==> config.mk <==
export PLATFORM = sky130hd
export DESIGN_NAME = seq_subtractor_flat
export DESIGN_NICKNAME = d
export VERILOG_FILES = /design/src/rtl/seq_subtractor_if.sv /design/src/rtl/seq_subtractor.sv /design/src/flat_wrapper.sv
export SDC_FILE = /design/constraint.sdc
export NUM_CORES = 1
export LEC_CHECK = 0
export CAP_MARGIN = 10
export CORE_ASPECT_RATIO = 0.75
export CORE_MARGIN = 1
export CORE_UTILIZATION = 35
export DETAILED_ROUTE_END_ITERATION = 7
export HOLD_SLACK_MARGIN = 0.06
export PLACE_DENSITY_LB_ADDON = 0.12
export REMOVE_ABC_BUFFERS = 1
export SYNTH_ARGS = -nofsm -noshare
export SYNTH_HDL_FRONTEND = slang
export SYNTH_SLANG_ARGS = --single-unit
==> constraint.sdc <==
create_clock -name clk -period 4.2 [get_ports clk]
set_input_delay 0.42 -clock clk [delete_from_list [all_inputs] [get_ports clk]]
set_output_delay 0.42 -clock clk [all_outputs]
set_load 0.005 [all_outputs]
==> src/rtl/seq_subtractor_if.sv <==
// seq_subtractor_if: request/operand and result bundle for seq_subtractor
interface seq_subtractor_if #(parameter int SIZE = 16);
  logic start, b_in, busy, done, b_out, ovf;
  logic [SIZE-1:0] input1, input2, result;
  modport master (output start, input1, input2, b_in, input busy, done, result, b_out, ovf);
  modport slave (input start, input1, input2, b_in, output busy, done, result, b_out, ovf);
endinterface

==> src/rtl/seq_subtractor.sv <==
// seq_subtractor: chunk-serial subtractor, LSB chunk first, borrow-lookahead inside each chunk
module seq_subtractor #(
  parameter int SIZE  = 16,
  parameter int CHUNK = 4
) (
  input logic clk,
  input logic rst,
  seq_subtractor_if.slave bus
);
  localparam int N  = SIZE / CHUNK;
  localparam int CW = N > 1 ? $clog2(N) : 1;
  typedef enum logic [1:0] {IDLE, RUN, DONE} state_t;
  state_t state;
  logic [SIZE-1:0] a_r, b_r, work, a_sh, b_sh, nxt, res_r;
  logic [CHUNK-1:0] a_c, b_c, g, p, diff;
  logic [CW-1:0] cnt;
  logic brw, c, bout, busy_r, done_r, b_out_r, ovf_r, last, ovf_nxt;
  int base;
  assign base = int'(cnt) * CHUNK;
  assign a_sh = a_r >> base;
  assign b_sh = b_r >> base;
  assign a_c = a_sh[CHUNK-1:0];
  assign b_c = b_sh[CHUNK-1:0];
  assign last = cnt == CW'(N - 1);
  // work only ever holds already-finished lower chunks, so OR-ing the new chunk in is enough
  assign nxt = work | (SIZE'(diff) << base);
  assign ovf_nxt = (a_r[SIZE-1] != b_r[SIZE-1]) & (nxt[SIZE-1] != a_r[SIZE-1]);
  // borrow-lookahead across the current chunk, seeded by the stored inter-chunk borrow
  always_comb begin
    g = ~a_c & b_c;
    p = ~(a_c ^ b_c);
    diff = '0;
    c = brw;
    for (int j = 0; j < CHUNK; j++) begin
      diff[j] = a_c[j] ^ b_c[j] ^ c;
      c = g[j] | (p[j] & c);
    end
    bout = c;
  end
  // control FSM: accept in IDLE/DONE, one chunk per RUN edge, publish results on entry to DONE
  always_ff @(posedge clk) begin
    if (rst) begin
      state <= IDLE;
      a_r <= '0;
      b_r <= '0;
      work <= '0;
      res_r <= '0;
      cnt <= '0;
      brw <= 1'b0;
      busy_r <= 1'b0;
      done_r <= 1'b0;
      b_out_r <= 1'b0;
      ovf_r <= 1'b0;
    end else if (state == RUN) begin
      brw <= bout;
      work <= nxt;
      cnt <= cnt + 1'b1;
      if (last) begin
        state <= DONE;
        busy_r <= 1'b0;
        done_r <= 1'b1;
        res_r <= nxt;
        b_out_r <= bout;
        ovf_r <= ovf_nxt;
      end
    end else begin
      done_r <= 1'b0;
      state <= bus.start ? RUN : IDLE;
      busy_r <= bus.start;
      if (bus.start) begin
        a_r <= bus.input1;
        b_r <= bus.input2;
        brw <= bus.b_in;
        work <= '0;
        cnt <= '0;
      end
    end
  end
  assign bus.busy = busy_r;
  assign bus.done = done_r;
  assign bus.result = res_r;
  assign bus.b_out = b_out_r;
  assign bus.ovf = ovf_r;
endmodule

==> src/flat_wrapper.sv <==
// flat-port wrapper written by rule: the top's interface ports become plain ports
module seq_subtractor_flat 
#(
  parameter int SIZE  = 16,
  parameter int CHUNK = 4
)
  (clk, rst, bus_start, bus_input1, bus_input2, bus_b_in, bus_busy, bus_done, bus_result, bus_b_out, bus_ovf);
  seq_subtractor_if #(.SIZE(SIZE)) bus_i ();
  input logic clk;
  input logic rst;
  input wire logic [$bits(bus_i.start)-1:0] bus_start;
  input wire logic [$bits(bus_i.input1)-1:0] bus_input1;
  input wire logic [$bits(bus_i.input2)-1:0] bus_input2;
  input wire logic [$bits(bus_i.b_in)-1:0] bus_b_in;
  output wire logic [$bits(bus_i.busy)-1:0] bus_busy;
  output wire logic [$bits(bus_i.done)-1:0] bus_done;
  output wire logic [$bits(bus_i.result)-1:0] bus_result;
  output wire logic [$bits(bus_i.b_out)-1:0] bus_b_out;
  output wire logic [$bits(bus_i.ovf)-1:0] bus_ovf;
  assign bus_i.start = bus_start;
  assign bus_i.input1 = bus_input1;
  assign bus_i.input2 = bus_input2;
  assign bus_i.b_in = bus_b_in;
  assign bus_busy = bus_i.busy;
  assign bus_done = bus_i.done;
  assign bus_result = bus_i.result;
  assign bus_b_out = bus_i.b_out;
  assign bus_ovf = bus_i.ovf;
  seq_subtractor #(.SIZE(SIZE), .CHUNK(CHUNK)) u_core (.clk(clk), .rst(rst), .bus(bus_i));
endmodule
Word-level counts from Yosys, hierarchy flattened. Cells that the tools add are included.

Output and inout port bits: 20. Bits in registers: 73.

Mux-type cells: 11. Reduce and logical (&&, ||, !) cells: 4. Bitwise operators: 23. Equal/unequal tests: 5. Add/subtract/negate cells: 1. Shift operators: 3.

Operators by type and width (number): 16-bit two-way mux (2); 16-bit by 4-bit >> shifter with 4-bit output (2); 16-bit OR (1); 4-bit by 4-bit << shifter with 16-bit output (1); 2-bit two-way mux (4); 4-bit NOT (2); 1-bit XOR (8); 1-bit AND (5); 1-bit two-way mux (5); 4-bit AND (1); 1-bit OR (4); 2-bit AND reduction (2); 4-bit XOR (1); 2-bit by 1-bit adder with 2-bit output, second input constant (1); 2-bit by 1-bit equality test with 1-bit output, second input constant (1); 2-bit equality test, second input constant (1); 1-bit != test (2); 2-bit by 1-bit != test with 1-bit output, second input constant (1); 2-bit nonzero test (1); 2-bit OR reduction (1); 1-bit NOT (1).

Depth between registers and ports, before layout. Gate-level depths: netlist of run 1.

Word-level depth: 14. Mapped depth: 12. Depth with buffers taken out: 11.

Worst setup path after synthesis of run 1. Ideal clock, no wire load.

Kind: flip-flop to flip-flop. Start point: reg u_core.cnt[0]. End point: reg u_core.res_r[15], in the netlist u_core.bus.result[15]. Arrival time: 3.126 ns. Setup time: 0.117 ns. Slack: 0.957 ns. Cell stages (with the launch flop): 12. Buffers on the path: 1. Data required time: 4.083 ns. Period minus slack after synthesis: 3.243 ns. Cells stage by stage: dfxtp_1 > buf_2 > mux4_2 > fa_1 > inv_1 > fa_1 > fa_1 > inv_1 > fa_1 > and3b_1 > or2_2 > a22o_1.

Word-level cells in the longest chain between the ends: 12. Elaborated cells on any way between the ends: 18. Those cells by class: eq/ne (1); shift (3); bitwise (13); reduce/logical (1).

RTL lines: start, declared (RTL line seq_subtractor.sv:16) `logic [CW-1:0] cnt;`; start signal, assigned (RTL line seq_subtractor.sv:57) `cnt <= cnt + 1'b1;`; 16-bit by 4-bit >> shifter with 4-bit output (on tied branches) (RTL line seq_subtractor.sv:20, seq_subtractor.sv:21); 4-bit XOR (RTL line seq_subtractor.sv:31) `p = ~(a_c ^ b_c);`; 4-bit NOT (RTL line seq_subtractor.sv:31); 1-bit AND (RTL line seq_subtractor.sv:36) `c = g[j] | (p[j] & c);`; 1-bit OR (RTL line seq_subtractor.sv:36); 1-bit AND (RTL line seq_subtractor.sv:36); 1-bit OR (RTL line seq_subtractor.sv:36); 1-bit AND (RTL line seq_subtractor.sv:36); 1-bit OR (RTL line seq_subtractor.sv:36); 1-bit XOR (RTL line seq_subtractor.sv:35) `diff[j] = a_c[j] ^ b_c[j] ^ c;`; 4-bit by 4-bit << shifter with 16-bit output (RTL line seq_subtractor.sv:26) `assign nxt = work | (SIZE'(diff) << base);`; 16-bit OR (RTL line seq_subtractor.sv:26); end signal, assigned (RTL line seq_subtractor.sv:62) `res_r <= nxt;`; end, declared (RTL line seq_subtractor.sv:14) `logic [SIZE-1:0] a_r, b_r, work, a_sh, b_sh, nxt, res_r;`.

Parallel ways exist; a longest one is shown, timed or not. A chain may end at the register's enable or synchronous reset.

Final worst setup path of run 1.
Start point: reg u_core.cnt[1]. End point: reg u_core.work[7].

Word-level cells in the longest chain between the ends: 13. Elaborated cells on any way between the ends: 17. Those cells by class: shift (3); mux (1); bitwise (13).

RTL lines: 16-bit by 4-bit >> shifter with 4-bit output (on tied branches) (RTL line seq_subtractor.sv:20, seq_subtractor.sv:21); 4-bit XOR (RTL line seq_subtractor.sv:31); 4-bit NOT (RTL line seq_subtractor.sv:31); 1-bit AND (RTL line seq_subtractor.sv:36); 1-bit OR (RTL line seq_subtractor.sv:36); 1-bit AND (RTL line seq_subtractor.sv:36); 1-bit OR (RTL line seq_subtractor.sv:36); 1-bit AND (RTL line seq_subtractor.sv:36); 1-bit OR (RTL line seq_subtractor.sv:36); 1-bit XOR (RTL line seq_subtractor.sv:35); 4-bit by 4-bit << shifter with 16-bit output (*) (RTL line seq_subtractor.sv:26); 16-bit OR (*) (RTL line seq_subtractor.sv:26); 16-bit two-way mux (*) (RTL line seq_subtractor.sv:54) `end else if (state == RUN) begin`; end signal, assigned (RTL line seq_subtractor.sv:56) `work <= nxt;`; end, declared (RTL line seq_subtractor.sv:14).

Mark *: on every way between the ends. The rest lies on a longest branch, timed or not.

==> results of run 1 <==
-- sequential cells by signal, indices dropped and copies added, names as in the netlist, 2 cells and up --
| register | count |
|---|---|
| u_core.a_r | 16 |
| u_core.b_r | 16 |
| u_core.bus.result | 16 |
| u_core.cnt | 2 |
| u_core.state | 2 |
| u_core.work | 16 |
-- Yosys cell counts, types with 2 or more instances --
master and count:
sky130_fd_sc_hd__mux4_2 8, sky130_fd_sc_hd__clkbuf_1 17, sky130_fd_sc_hd__nand3b_1 2, sky130_fd_sc_hd__fa_1 4, sky130_fd_sc_hd__a21oi_1 66, sky130_fd_sc_hd__nand2b_1 2
sky130_fd_sc_hd__a211oi_1 3, sky130_fd_sc_hd__dfxtp_1 72, sky130_fd_sc_hd__nor2b_1 3, sky130_fd_sc_hd__inv_1 10, sky130_fd_sc_hd__buf_2 13, sky130_fd_sc_hd__nand3_1 43
sky130_fd_sc_hd__o2bb2ai_1 13, sky130_fd_sc_hd__nand2_1 9, sky130_fd_sc_hd__nor3_1 4, sky130_fd_sc_hd__buf_1 5, sky130_fd_sc_hd__nor2_1 4, sky130_fd_sc_hd__nor3b_1 2
sky130_fd_sc_hd__o21ai_1 7, sky130_fd_sc_hd__o21ai_0 40
-- through the flow --
stage | instance area (sq um) | hold WS, ns | setup WS [ns]
global route | 4000 | 0.412 | 0.588
finish | 4000 | 0.404 | 0.804
CTS | 4000 | 0.392 | 0.793
detailed placement | 3630 | 0.449 | 0.865
floorplan | 2900 | 0.444 | 0.890
global placement | 3630 | 0.445 | 1.04
-- critical path: cells and delay by family (launching register included) --
kind | cells | cell delay [ns]
simple gates | 2 | 0.43
flops | 1 | 0.70
compound gates | 1 | 0.20
buf+inv | 3 | 0.23
fa+ha+maj | 4 | 1.36
mux | 1 | 0.40
-- path summary, 6_finish.rpt --
path,start,endpoint
worst max-delay path,u_core.cnt[1]$_SDFFE_PP0P_,u_core.work[7]$_SDFFE_PP0P_
worst max register to register,u_core.cnt[1]$_SDFFE_PP0P_,u_core.work[7]$_SDFFE_PP0P_
worst min-delay path,rst,u_core.work[8]$_SDFFE_PP0P_
worst min register to register,u_core.bus.b_out$_SDFFE_PP0P_,u_core.bus.b_out$_SDFFE_PP0P_
-- layout by cell type, fill, tap and decap left out, drive strengths merged --
cell,count
buf,7
mux2i,1
and2,1
a211oi,3
nand2b,2
o2bb2ai,13
o211ai,1
o2111ai,1
nor3,4
or2,2
o21ai,47
inv,12
a22o,1
dfxtp,72
clkinv,2
fa,4
nand3,43
nor2,4
clkbuf,9
nor3b,2
and3b,1
mux4,8
ha,1
nor2b,3
a21oi,67
a21boi,1
nand3b,3
bufinv,4
nand2,9
clkdlybuf4s50,54
-- final cells by class --
| type | count | area, sq um | share of cell area, % |
|---|---|---|---|
| Timing Repair Buffer | 61 | 591 | 14.8 |
| Inverter | 11 | 41.3 | 1.03 |
| Multi-Input combinational cell | 222 | 1420 | 35.6 |
| Clock buffer | 9 | 225 | 5.63 |
| Sequential cell | 72 | 1440 | 36.0 |
| Tap cell | 108 | 135 | 3.38 |
| Clock inverter | 7 | 143 | 3.57 |
-- layer usage --
layer	track usage, %	wire length (microns)	vias to the layer above
li1	-	-	1299
met1	27.7	4030	1230
met2	23.1	2980	60
met3	4.95	388	9
met4	4.36	76	0
met5	0	0	-
-- report_power, final --
group          total [uW]  internal [uW]  switching (uW)
sequential            726            709            17.1
combinational         202           88.0             114
clock                 936            642             294
total                1860           1440             425
-- kinds of logic (layout without fill, tap and decap cells) --
logic type | Yosys count | count (layout) | synth area share [%]
compound gates | 134 | 134 | 24.5
fa+ha+maj | 5 | 5 | 3.03
buf+inv | 47 | 88 | 6.55
flops | 72 | 72 | 47.2
mux | 9 | 9 | 6.22
simple gates | 74 | 74 | 12.6
==> qor.tcl, run 1 <==
set qor(via_count) 2598
set qor(final_nets) 418
set qor(cts_setup_buffers) 0
set qor(worst_path_most_repeated_cell) {sky130_fd_sc_hd__fa_1}
set qor(dp_cells) 474
set qor(synth_enable_flop_cells) 0
set qor(groute.usage.overall_pct) 17.6
set qor(hold-path-cell-count) 2
set qor(antenna_found_initial) 0
set qor(fin_setup_tns_ns) 0
set qor(vias_per_std_cell) 5.30
set qor(numCtsBuffers) 9
set qor(routed_length_per_instance_microns) 15.3
set qor(final-max-slew-violation-count) 0
set qor(path_clk_slew_ns) 0.06
set qor(finish.utilization_pct) 47.3
set qor(synth_largest_area_cell) {sky130_fd_sc_hd__dfxtp_1}
set qor(yosysUniqueCellTypes) 34
set qor(timing.final.crit_period_ns) 3.40
set qor(min_period_over_period_pct) 80.8
set qor(place_congestion) 0.786
set qor(num_io_pins) 56
set qor(yosys.area.top_type_share_pct) 47.2
set qor(postSynthAreaPerCell_sq_um) 8.96
set qor(critical_path.endpoint_type) {register}
set qor(area_delta_synth_final_pct) 30.8
set qor(clock_path_buffers) 2
set qor(worst-path-max-fanout) 15
set qor(cts_hold_buf) 0
set qor(final-instance-count-excl-fill) 490
set qor(first_global_vias) 2418
set qor(setup.worst_path.start_class) {register}
set qor(cts.sinks) 72
set qor(floorplan.die.height_microns) 82.9
set qor(run_status) {finished, final reports clean}
set qor(postSynthCellCount) 341
set qor(critical_path_required_ns) 4.44
set qor(cts-resized-gates) 0
set qor(synth_area_leaders) {sky130_fd_sc_hd__dfxtp_1 (47%), sky130_fd_sc_hd__a21oi_1 (11%), sky130_fd_sc_hd__nand3_1 (7.0%)}
set qor(ys_seq_area_share_pct) 47.2
set qor(r2r.worst_path.cells) 11
set qor(drv_cap) 0
set qor(cellLeakagePower_uw) 0.00137
set qor(unrepaired_setup_endpoints_after_global_routing) {false}
set qor(grt_max_degree) 62
set qor(gr-total-overflow) 0
set qor(layout-drive-gt1-share_pct) 9.69
set qor(arrival_ns) 3.64
set qor(synth-main-ff-cell) {sky130_fd_sc_hd__dfxtp_1}
set qor(first_iter_violations) 165
set qor(grt_pass1_wl_microns) 12400
set qor(hpwlAfterDp_microns) 4840
set qor(reg2reg_slack_ns) 0.80
set qor(crit_path_top_delay_cell) {sky130_fd_sc_hd__dfxtp_1}
set qor(finalHoldViolCount) 0
set qor(route.final.wire_length_microns) 7480
set qor(tritoncts) {built}
set qor(criticalPathCategory) {register to register}
set qor(maxSlewHeadroom_pct) 51.9
set qor(hp-class) {input port to register}
set qor(finClkSkew_ns) 0.00752
set qor(timing.final.setup_violations) 0
set qor(vdd.ir_drop.worst_mv) 0.226
set qor(tightestPinTransition_ns) 0.722
set qor(synthArstFlopShare_pct) 0
set qor(fp.dieW_microns) 110
set qor(yosys_warnings) 0
set qor(drtPass1Iterations) 4
set qor(drtAntennaViolNets) 0
set qor(syn_std_cell_area_sq_um) 3060
set qor(drt_drc_violations_left) 0
set qor(timing.fmax_mhz) 295
set qor(power_density_nw_per_um2) 466
set qor(cp_slowest_stage_delay_ns) 0.70
set qor(num_rows) 29
set qor(layout.filler_cells) 828
set qor(design.die.area_sq_um) 9110
set qor(initial_core_util_pct) 36.2
set qor(fin_total_pwr_uw) 1860
set qor(crit_path_cell_trace) {mux4_2 > inv_1 > fa_1 > inv_1 > fa_1 > fa_1 > inv_1 > fa_1 > nor3b_1 > nand2_1 > a21oi_1}
set qor(port-buffer-count) 55
set qor(cts.root.buffer_cell) {sky130_fd_sc_hd__clkbuf_16}
set qor(cts_max_level) 3
set qor(flop_and_latch_count_out_of_synthesis) 72
set qor(num_antenna_cells) 0
set qor(worst_skew_pair.late_latency_ns) 0.33
set qor(design.core.area_sq_um) 8450
(Power assumes the default switching activity.)
==> inputs of run 2 (changes only) <==
clock period = 2.9 ns   (was 4.2 ns; I/O delays follow)
==> qor.tcl, run 2 (synthesized netlist as in run 1, its figures left out) <==
set qor(path_clk_slew_ns) 0.06 ;# about the same
set qor(timing.final.crit_period_ns) 3.02 ;# -0.371 ns
set qor(cts.sinks) 72 ;# unchanged
set qor(drv_cap) 0 ;# unchanged
set qor(failed_checks) {setup timing}
set qor(cellLeakagePower_uw) 0.00136 ;# -1.0%
set qor(drtAntennaViolNets) 0 ;# unchanged
set qor(crit_path_top_delay_cell) {sky130_fd_sc_hd__fa_1}
set qor(design.core.area_sq_um) 8450 ;# unchanged
set qor(dp_cells) 478 ;# +0.84%
set qor(timing.final.setup_violations) 7 ;# +7
set qor(cp_slowest_stage_delay_ns) 0.54 ;# -0.16 ns
set qor(post-place-ws_ns) -0.226 ;# -1.09 ns
set qor(cts_max_level) 3 ;# unchanged
set qor(critical_path_required_ns) 3.12 ;# -1.32 ns
set qor(post-route-worst-setup-slack_ns) -0.124 ;# -0.929 ns
set qor(vdd.ir_drop.worst_mv) 0.312 ;# +38%
set qor(crit_path_cell_trace) {mux4_2 > fa_2 > inv_2 > fa_2 > fa_2 > inv_2 > fa_1 > and3b_2 > or2_4 > a22o_1}
set qor(first_iter_violations) 99 ;# -40%
set qor(criticalPathCategory) {register to register}
set qor(fin_total_pwr_uw) 2440 ;# +31%
set qor(floorplan.die.height_microns) 82.9 ;# unchanged
set qor(antenna_found_initial) 0 ;# unchanged
set qor(finalHoldViolCount) 0 ;# unchanged
set qor(initial_core_util_pct) 36.2 ;# unchanged
set qor(cts_hold_buf) 0 ;# unchanged
set qor(clock_path_buffers) 2 ;# unchanged
set qor(hpwlAfterDp_microns) 4830 ;# -0.12%
set qor(drtPass1Iterations) 4 ;# unchanged
set qor(min_period_over_period_pct) 104 ;# +23 points
set qor(route.final.wire_length_microns) 7560 ;# +1.0%
set qor(cts.root.buffer_cell) {sky130_fd_sc_hd__clkbuf_16}
set qor(fp.dieW_microns) 110 ;# unchanged
set qor(fin_setup_tns_ns) -0.475 ;# -0.475 ns
set qor(final-max-slew-violation-count) 0 ;# unchanged
set qor(timing.fmax_mhz) 331 ;# +12%
set qor(tritoncts) {built}
set qor(setup.worst_path.start_class) {register}
set qor(port-buffer-count) 55 ;# unchanged
set qor(place_congestion) 0.738 ;# -6.1%
set qor(worst_skew_pair.late_latency_ns) 0.33 ;# about the same
set qor(timing.critical_path.max_delay_family) {adder cells}
set qor(groute.usage.overall_pct) 17.9 ;# +0.36 points
set qor(layout.cells.most_common) {sky130_fd_sc_hd__dfxtp_1}
set qor(drt_drc_violations_left) 0 ;# unchanged
set qor(via_count) 2604 ;# +0.23%
set qor(worst_path_most_repeated_cell) {sky130_fd_sc_hd__fa_2}
set qor(arrival_ns) 3.24 ;# -0.40 ns
set qor(tightestPinTransition_ns) 0.710 ;# -0.0115 ns
set qor(design.die.area_sq_um) 9110 ;# unchanged
set qor(numCtsBuffers) 9 ;# unchanged
set qor(final-instance-count-excl-fill) 494 ;# +0.82%
set qor(num_rows) 29 ;# unchanged
set qor(layout-drive-gt1-share_pct) 14.2 ;# +4.6 points
set qor(finClkSkew_ns) 0.00683 ;# -0.000689 ns
set qor(gr-total-overflow) 0 ;# unchanged
set qor(num_antenna_cells) 0 ;# unchanged
set qor(maxSlewHeadroom_pct) 52.7 ;# +0.76 points
set qor(cp_num_buf_inv) 2 ;# -1
set qor(hp-class) {input port to register}
set qor(final_nets) 423 ;# +1.2%
set qor(power_density_nw_per_um2) 608 ;# +30%
set qor(worst-path-max-fanout) 3 ;# -12
set qor(num_io_pins) 56 ;# unchanged
set qor(commonest_cells_after_routing_fill_and_taps_aside) {sky130_fd_sc_hd__dfxtp_1 (71), sky130_fd_sc_hd__a21oi_1 (64), sky130_fd_sc_hd__clkdlybuf4s50_1 (54)}
set qor(area_delta_synth_final_pct) 31.1
set qor(critical_path.endpoint_type) {register}
set qor(unrepaired_setup_endpoints_after_global_routing) {true}
set qor(grt_max_degree) 62 ;# unchanged
set qor(vias_per_std_cell) 5.27 ;# -0.58%
set qor(grt_pass1_wl_microns) 12700 ;# +3.0%
set qor(routed_length_per_instance_microns) 15.3 ;# +0.21%
set qor(first_global_vias) 2525 ;# +4.4%
set qor(run_status) {complete, but fails checks}
==> run 2: cell count changes in the layout (fill, tap and decap cells not counted), sizes merged <==
| cell | delta |
|---|---|
| buf | +5 |
| bufinv | -3 |
| clkinv | +2 |
| clkinvlp | +1 |
| inv | -1 |
==> run 2: layer usage <==
metal / up-vias / track usage (%) / routed length (microns)
li1: 1306 / - / -
met1: 1229 / 26.4 / 3900
met2: 59 / 25.2 / 3160
met3: 10 / 4.79 / 408
met4: 0 / 5.82 / 89
met5: - / 0 / 0
==> run 2: timing repair <==
item / CTS / global route
cloned: 0 / 0
setup endpoints to repair: 9 / 9
resized for setup: 12 / 6
buffers inserted: 1 / 0
pin swaps: 4 / 2
==> run 2: power by group <==
| group | internal [uW] | total (uW) | switching [uW] | leakage, uW |
|---|---|---|---|---|
| clock | 657 | 1060 | 404 | 0.000141 |
| combinational | 148 | 327 | 179 | 0.000631 |
| sequential | 1030 | 1050 | 21.4 | 0.000587 |
==> run 2: final timing paths <==
| kind | startpoint | end | slack [ns] | cells after the start |
|---|---|---|---|---|
| worst max-delay path | u_core.cnt[0]$_SDFFE_PP0P_ | u_core.bus.result[15]$_SDFFE_PP0P_ | -0.12 | 10 |
| worst min-delay path | rst | u_core.bus.result[4]$_SDFFE_PP0P_ | 0.44 | 3 |
| worst max register to register | u_core.cnt[0]$_SDFFE_PP0P_ | u_core.bus.result[15]$_SDFFE_PP0P_ | -0.12 | 10 |
| worst min register to register | u_core.bus.result[6]$_SDFFE_PP0P_ | u_core.bus.result[6]$_SDFFE_PP0P_ | 0.46 | 1 |
==> run 2: layout make-up <==
cell class / instances / area, sq um
fillers: 828 / 4450
multi-input cells: 222 / 1470
flip-flops and latches: 72 / 1450
repair buffers: 66 / 632
clock buffers: 9 / 225
well taps: 108 / 135
clock inverters: 6 / 61.3
inverters: 11 / 41.3
==> run 2: per-stage QoR <==
| stage | instance area, sq um | util [%] | hold WS, ns |
|---|---|---|---|
| detailed placement | 3660 | 43.3 | 0.449 |
| floorplan | 2900 | - | 0.359 |
| global placement | 3660 | 43.3 | 0.447 |
| global route | 4010 | 47.4 | 0.478 |
| finish | 4010 | 47.4 | 0.444 |
| CTS | 3980 | 47.1 | 0.443 |
==> run 2: worst reg2reg max path, stage by stage (launching register included) <==
cell,delay (ns)
sky130_fd_sc_hd__dfxtp_4,0.36
sky130_fd_sc_hd__mux4_2,0.51
sky130_fd_sc_hd__fa_2,0.35
sky130_fd_sc_hd__inv_2,0.06
sky130_fd_sc_hd__fa_2,0.19
sky130_fd_sc_hd__fa_2,0.21
sky130_fd_sc_hd__inv_2,0.04
sky130_fd_sc_hd__fa_1,0.54
sky130_fd_sc_hd__and3b_2,0.24
sky130_fd_sc_hd__or2_4,0.26
sky130_fd_sc_hd__a22o_1,0.17
